**src/rtl/scrambler_tx.sv**
```systemverilog
// 64b/66b transmit scrambler (G(x) = 1 + x^39 + x^58) with idle-block insertion.
// A one-deep output register feeds the gearbox, and accept_i stalls the whole block.
module scrambler_tx #(
  parameter int          DATA_W = 64,
  parameter int          HEAD_W = 2,
  parameter int          BYPASS = 0,
  parameter logic [57:0] SEED   = 58'h3FF_FFFF_FFFF_FFFF
) (
  input  logic              clk,
  input  logic              nreset,
  input  logic              valid_i,
  input  logic [HEAD_W-1:0] head_i,
  input  logic [DATA_W-1:0] data_i,
  output logic              ready_o,
  input  logic              accept_i,
  output logic [HEAD_W-1:0] head_o,
  output logic [DATA_W-1:0] data_o,
  output logic              idle_o
);

  localparam int                ST_W         = 58;
  localparam int                EXT_W        = ST_W + DATA_W;
  localparam logic [HEAD_W-1:0] HEAD_CTRL    = HEAD_W'(2'b10);
  localparam logic [DATA_W-1:0] IDLE_PAYLOAD = DATA_W'(8'h1E);

  // The history and the new bits sit in one vector: ext[ST_W+n] = s[n],
  // so s[n-39] = ext[n+19] and s[n-58] = ext[n] for every n.
  function automatic logic [DATA_W-1:0] scramble(input logic [ST_W-1:0]   st,
                                                 input logic [DATA_W-1:0] d);
    logic [EXT_W-1:0] ext;
    ext           = '0;
    ext[ST_W-1:0] = st;
    for (int n = 0; n < DATA_W; n++) begin
      ext[ST_W+n] = d[n] ^ ext[n+19] ^ ext[n];
    end
    return ext[EXT_W-1 -: DATA_W];
  endfunction

  logic [ST_W-1:0]   st_q, st_d;
  logic [HEAD_W-1:0] head_q, head_d;
  logic [DATA_W-1:0] data_q, data_d;
  logic              idle_q, idle_d;

  logic [HEAD_W-1:0] sel_head;
  logic [DATA_W-1:0] sel_data;
  logic [DATA_W-1:0] scr_data;

  assign ready_o = accept_i;

  always_comb begin
    sel_head = valid_i ? head_i : HEAD_CTRL;
    sel_data = valid_i ? data_i : IDLE_PAYLOAD;
    scr_data = scramble(st_q, sel_data);

    st_d   = st_q;
    head_d = head_q;
    data_d = data_q;
    idle_d = idle_q;

    if (accept_i) begin
      // State always follows the scrambled stream, so bypass cannot desync a later link.
      st_d   = scr_data[DATA_W-1 -: ST_W];
      head_d = sel_head;
      data_d = (BYPASS != 0) ? sel_data : scr_data;
      idle_d = ~valid_i;
    end
  end

  always_ff @(posedge clk) begin
    if (!nreset) begin
      st_q   <= SEED;
      head_q <= '0;
      data_q <= '0;
      idle_q <= 1'b0;
    end else begin
      st_q   <= st_d;
      head_q <= head_d;
      data_q <= data_d;
      idle_q <= idle_d;
    end
  end

  assign head_o = head_q;
  assign data_o = data_q;
  assign idle_o = idle_q;

endmodule

```
**config.mk**
```make
export PLATFORM = sky130hd
export DESIGN_NAME = scrambler_tx
export DESIGN_NICKNAME = d
export VERILOG_FILES = /design/src/rtl/scrambler_tx.sv
export SDC_FILE = /design/constraint.sdc
export NUM_CORES = 1
export LEC_CHECK = 0
export ABC_AREA = 1
export CORE_MARGIN = 3
export CORE_UTILIZATION = 45
export DETAILED_ROUTE_END_ITERATION = 7
export PLACE_DENSITY = 0.71
export REMOVE_ABC_BUFFERS = 1
export SKIP_CTS_REPAIR_TIMING = 1
export SKIP_LAST_GASP = 1
export SYNTH_ARGS = -nofsm -noshare
export SYNTH_HDL_FRONTEND = slang
export SYNTH_SLANG_ARGS = --single-unit
```
**constraint.sdc**
```tcl
create_clock -name clk -period 1.49 [get_ports clk]
set_input_delay 0.149 -clock clk [delete_from_list [all_inputs] [get_ports clk]]
set_output_delay 0.149 -clock clk [all_outputs]
set_load 0.01 [all_outputs]
```
==> metrics.txt, run 1 <==
GR Util All Layers=0.212; worst min path class=primary input to flop; row count=roughly 40; via count=between 5000 and 6000; Setup Total Neg Slack=0 ns; largest net degree at the start of global routing=71; htree depth=4; reg-to-reg endpoint=data_o[42]$_SDFFE_PN0P_; CP delay by family, top=buffers and inverters; RSZ-0062 raised after global routing=false; maximum vdd drop=683 uV; CTS max path bufs=2; routed wire length=around 15000 um; DRC=0; Layout area overhead=36.8%; chip width=122 um; hold path depth=4; worst path arrival time=1.30 ns; critical path depth=1; Reg area=around 0.0025 mm^2; mapped cell area=0.00602 mm^2; Finished Cell Area=0.00824 mm^2; sequential-to-total area share from yosys stat=0.416; Root Buffer=clkbuf_16; number of buffers created by CTS=17; final period utilization=0.975; antenna-violating nets left=0; Placement Cell Area=between 0.007 and 0.008 mm^2; leakage=between 4 and 5 nW; number of global-route vias before repair=5344; die area=0.0148 mm^2; CP Cell Sequence=clkdlybuf4s50_1; GRT busiest layer=met2; r2r setup slk=0.21 ns; Clock Pin Slew Worst Setup and Hold Paths=0.05 ns; worst hold start=accept_i; antenna violations before repair=0; Crit Path Class=flop to primary output; CTS tree=built; final clock skew=0.00704 ns; layout cells sized above 1=0.0522; drt wl/cell=12.9 um; CTS Sinks=125; Die Span Y=approximately 120 um; fmax=689 MHz; DR vias/cell=4.84; area of the multi-input gates=~0.003 mm^2; fin crit period=1.45 ns; PwrDens=approximately 1200 mW/mm^2; Core Box Area=0.0128 mm^2; Clock Latency Late Sink=a little over 0.4 ns; Tot Pwr=10.1 mW; Max Slew Vio Count=0; io pins=138; CP max-delay cell=clkdlybuf4s50_1; Syn Inst Count=876; max_slew headroom=0.734; synthesized flop and latch total=approximately 130; status=finished clean; Final nets=1073; Starting Density=0.469; Hold Path End=st_q[9]$_SDFFE_PN1P_; total gr overflow=0; worst-case reg-to-reg path depth=8; Worst EP required=1.34 ns; MaxCap Viol Count=0; final setup fails=0; WHS=0.265 ns; drt pass-1 iters=5; met3 Resource Use GR=0.0585; post-synthesis cell type count=20; port bufs=roughly 140; CP peak stage delay=0.54 ns; drt first-iter violations=286; worst slew pin tran=roughly 0.4 ns; Bufs and invs on worst path=1; fill count=1128; CP Max Fanout=2; Post-Syn Area per Cell=6.87 um^2; antenna diode count=0; met1 Usage GRT=0.285; GP Congestion=0.809; CP endpoint kind=primary output; first-pass GRT wire length=25200 um; yosys warns=0; dpl hpwl=10500 um; final hold viol count=0; FF-to-FF Start=st_q[22]$_SDFFE_PN1P_; Critical Path Start Type=flop; met2 Usage GRT=0.323
[synth_stat cells (all sizes together)]
cell type	number	area, um^2
nand2	329	1230
dfxtp	125	2500
a21oi	111	556
inv	85	319
nand3	42	210
xor2	40	350
nor2	31	116
o211ai	28	210
buf	21	121
clkbuf	21	78.8
o21ai	21	105
xnor2	19	189
nand3b	2	15.0
o221a	1	11.3
[area by class of cell]
cell class,count,share of cell area
multi-input combinational,624,0.364
sequential,125,0.304
timing repair buffer,150,0.197
clock buffer,24,0.0621
inverter,85,0.0389
tap,172,0.0261
clock inverter,7,0.00729
[cell families (layout without fill, tap and decap cells)]
kind of cell | count (synthesis) | in the layout | share of synthesized area
flops | 125 | 125 | 0.416
compound gates | 161 | 161 | 0.147
buf+inv | 127 | 266 | 0.0863
simple gates | 404 | 404 | 0.262
xor+xnor | 59 | 59 | 0.0896
[how the worst max path moves through the flow]
| stage | startpoint | to | slack (ns) |
|---|---|---|---|
| 3_5_place_dp | data_i[3] | data_o[42]$_SDFFE_PN0P_ | 0.06 |
| 2_1_floorplan | accept_i | data_o[45]$_SDFFE_PN0P_ | -0.79 |
| 6_report | data_o[28]$_SDFFE_PN0P_ | data_o[28] | 0.04 |
| 4_1_cts | data_o[60]$_SDFFE_PN0P_ | data_o[60] | -0.02 |
| 3_3_place_gp | valid_i | st_q[38]$_SDFFE_PN1P_ | 0.09 |
| 5_1_grt | data_o[46]$_SDFFE_PN0P_ | data_o[46] | 0.002 |
[through the flow]
stage          setup slack, ns  cells   util
2_1_floorplan           -0.789    834      -
3_3_place_gp            0.0860   1156  0.592
3_5_place_dp            0.0648   1156  0.592
4_1_cts                -0.0236   1187  0.637
5_1_grt                0.00170   1187  0.642
6_report                0.0377   1187  0.642
[flip-flops by register name, indices dropped and copies added (netlist names)]
signal / cells
data_o: 64
st_q: 58
head_o: 2
idle_o: 1
[report_power, final]
part           internal, mW  switching, mW  leakage (nW)
Sequential             3.70          0.279          1.04
Clock                  2.53           1.43         0.291
Combinational          1.02           1.13          2.90
Total                  7.25           2.84          4.23
[routing by layer]
layer,share of wire,vias up
met2,0.45,162
met1,0.47,2528
met3,0.063,27
li1,-,3026
met4,0.024,0
met5,0,-
[cells in the final DEF (no fill, tap or decap), types with 2 or more instances in the layout]
| cell type | instances |
|---|---|
| a21oi_1 | 110 |
| buf_12 | 8 |
| buf_2 | 2 |
| buf_4 | 5 |
| clkbuf_16 | 17 |
| clkbuf_8 | 6 |
| clkdlybuf4s50_1 | 109 |
| clkinv_2 | 7 |
| dfxtp_1 | 125 |
| dlymetal6s2s_1 | 26 |
| inv_1 | 82 |
| inv_2 | 2 |
| nand2_1 | 329 |
| nand3_1 | 42 |
| nand3b_1 | 2 |
| nor2_1 | 31 |
| o211ai_1 | 28 |
| o21ai_0 | 19 |
| o21ai_1 | 2 |
| xnor2_1 | 16 |
| xnor2_2 | 3 |
| xor2_1 | 40 |
Note: power is estimated with default switching activity, not from simulation.
==> run 2: changes to the inputs <==
- CORE_UTILIZATION: 45 -> 50
- PLACE_DENSITY: 0.71 -> 0.78
- clock period: 1.49 -> 1.6 ns (I/O delays scaled with it)
==> run 2 against run 1 <==
Register-to-register slack improved by 0.10 ns. Die area fell by 9.5%. Largest power group unchanged. Combinational power fell by 6%. Utilization rose by 5.0 points. Critical path type unchanged. Critical endpoint is now data_o[60]. Setup slack improved by 0.056 ns. Via count rose by 1.3%. Hold slack got worse by 0.084 ns. Routed wire length fell by 0.74%. Final area fell by 2.4%. Cell count fell by 2.9%. Global-route usage rose by 2.1 points. Total power fell by 9.5%.
==> metrics.txt, run 2 (synthesized netlist as in run 1, its figures left out) <==
status=finished clean (unchanged); Post-Layout Cell Count=1152 (was 1187); Clock Latency Late Sink=0.41 ns (about the same); CTS Sinks=125 (unchanged); leakage=3.77 nW (was 4.23 nW); GR Util All Layers=0.233 (was 0.212); Final nets=1069 (was 1073); Core Box Area=0.0116 mm^2 (was 0.0128 mm^2); dpl ws=0.144 ns (was 0.0648 ns); CP Max Fanout=2 (unchanged); chip width=116 um (was 122 um); CP delay by family, top=buffers and inverters (unchanged); CP max-delay cell=clkdlybuf4s50_1 (unchanged); Tot Pwr=9.14 mW (was 10.1 mW); fin crit period=1.51 ns; most common cell after layout, fill and taps aside=nand2_1 (unchanged); DRC=0 (unchanged); met2 Usage GRT=0.385 (was 0.323); final worst slack=0.0932 ns (was 0.0377 ns); Placement Cell Area=0.00752 mm^2 (was 0.00759 mm^2); Finished Cell Area=0.00804 mm^2 (was 0.00824 mm^2); number of buffers created by CTS=17 (unchanged); Clock Pin Slew Worst Setup and Hold Paths=0.05 ns (about the same); fill count=1009 (was 1128); max_slew headroom=0.684 (was 0.734); port bufs=137 (unchanged); max reg flops=64 (unchanged); largest net degree at the start of global routing=71 (unchanged); CTS max path bufs=2 (unchanged); CP Cell Sequence=clkdlybuf4s50_1 (unchanged); worst path arrival time=1.35 ns (was 1.30 ns); layout cells sized above 1=0.0406 (was 0.0522); dpl hpwl=10300 um (was 10500 um); htree depth=4 (unchanged); final period utilization=0.942; via count=5816 (was 5743); Crit Path Class=flop to primary output (unchanged); CTS tree=built (unchanged); Layout area overhead=33.5% (was 36.8%); CP peak stage delay=0.56 ns (was 0.54 ns); GRT busiest layer=met2 (unchanged); final clock skew=0.00602 ns (was 0.00704 ns); GP Congestion=0.846 (was 0.809); most frequent cells in the layout=nand2_1, clkdlybuf4s50_1, dfxtp_1 (was nand2_1, dfxtp_1, a21oi_1); number of global-route vias before repair=5469 (was 5344); RSZ-0062 raised after global routing=false (unchanged); maximum vdd drop=677 uV (was 683 uV); antenna violations before repair=0 (unchanged); PwrDens=1140 mW/mm^2 (was 1230 mW/mm^2); antenna-violating nets left=0 (unchanged); Die Span Y=116 um (was 122 um); routed wire length=15200 um (was 15300 um); final setup fails=0 (unchanged); dpl cells=1123 (was 1156); worst slew pin tran=0.474 ns (was 0.395 ns); met3 Resource Use GR=0.0465 (was 0.0585); Max Slew Vio Count=0 (unchanged); MaxCap Viol Count=0 (unchanged); die area=0.0134 mm^2 (was 0.0148 mm^2); Worst EP required=1.44 ns (was 1.34 ns); Starting Density=0.518 (was 0.469); Critical Path Start Type=flop (unchanged); total gr overflow=0 (unchanged); DR vias/cell=5.05 (was 4.84); first-pass GRT wire length=25100 um (was 25200 um); row count=39 (was 41); drt pass-1 iters=5 (unchanged); fmax=664 MHz; antenna diode count=0 (unchanged); met1 Usage GRT=0.301 (was 0.285); drt wl/cell=13.2 um (was 12.9 um); CP endpoint kind=primary output (unchanged); Root Buffer=clkbuf_16 (unchanged); final hold viol count=0 (unchanged); Bufs and invs on worst path=1 (unchanged); drt first-iter violations=426 (was 286); worst min path class=primary input to flop (unchanged); io pins=138 (unchanged)
==> run 2: cell types whose count changed in the layout (fill, tap and decap cells not counted), sizes merged <==
cell           before  now
buf                15   11
bufinv              1    0
clkbuf             24   28
clkdlybuf4s50     109  135
clkinv              7    2
dlymetal6s2s       26    0
==> run 2: per-stage QoR <==
step	TNS (ns)	hold WS, ns	util
after floorplan	-67.63	0.253	-
after global placement	0	0.452	0.647
after detailed placement	0	0.454	0.647
after CTS	0	0.181	0.692
after global routing	0	0.209	0.692
final	0	0.181	0.692
==> run 2: worst paths after layout <==
check | startpoint | to | slack (ns) | depth (start not counted)
min reg2reg | data_o[6]$_SDFFE_PN0P_ | data_o[6]$_SDFFE_PN0P_ | 0.46 | 2
max reg2reg | st_q[21]$_SDFFE_PN1P_ | data_o[41]$_SDFFE_PN0P_ | 0.31 | 8
min | accept_i | head_o[0]$_SDFFE_PN0P_ | 0.18 | 4
max | data_o[60]$_SDFFE_PN0P_ | data_o[60] | 0.09 | 1
==> run 2: cell type report <==
type | instances | area, um^2 | share of cell area
multi-input cells | 624 | 3000 | 0.373
repair buffers | 146 | 1520 | 0.189
clock buffers | 28 | 517 | 0.0643
well taps | 143 | 179 | 0.0223
inverters | 85 | 320 | 0.0399
flip-flops and latches | 125 | 2500 | 0.311
clock inverters | 1 | 5.00 | 0.000623
==> run 2: power breakdown <==
group          internal, mW  switching (mW)  total (mW)
clock network          2.16            1.25        3.41
registers              3.44           0.266        3.71
logic                 0.959            1.06        2.02
total                  6.56            2.58        9.14
==> run 2: routing by layer <==
metal	wire length [um]	share of wire
met5	0	0
met3	706	0.047
met2	7090	0.47
met1	7080	0.47
met4	299	0.020
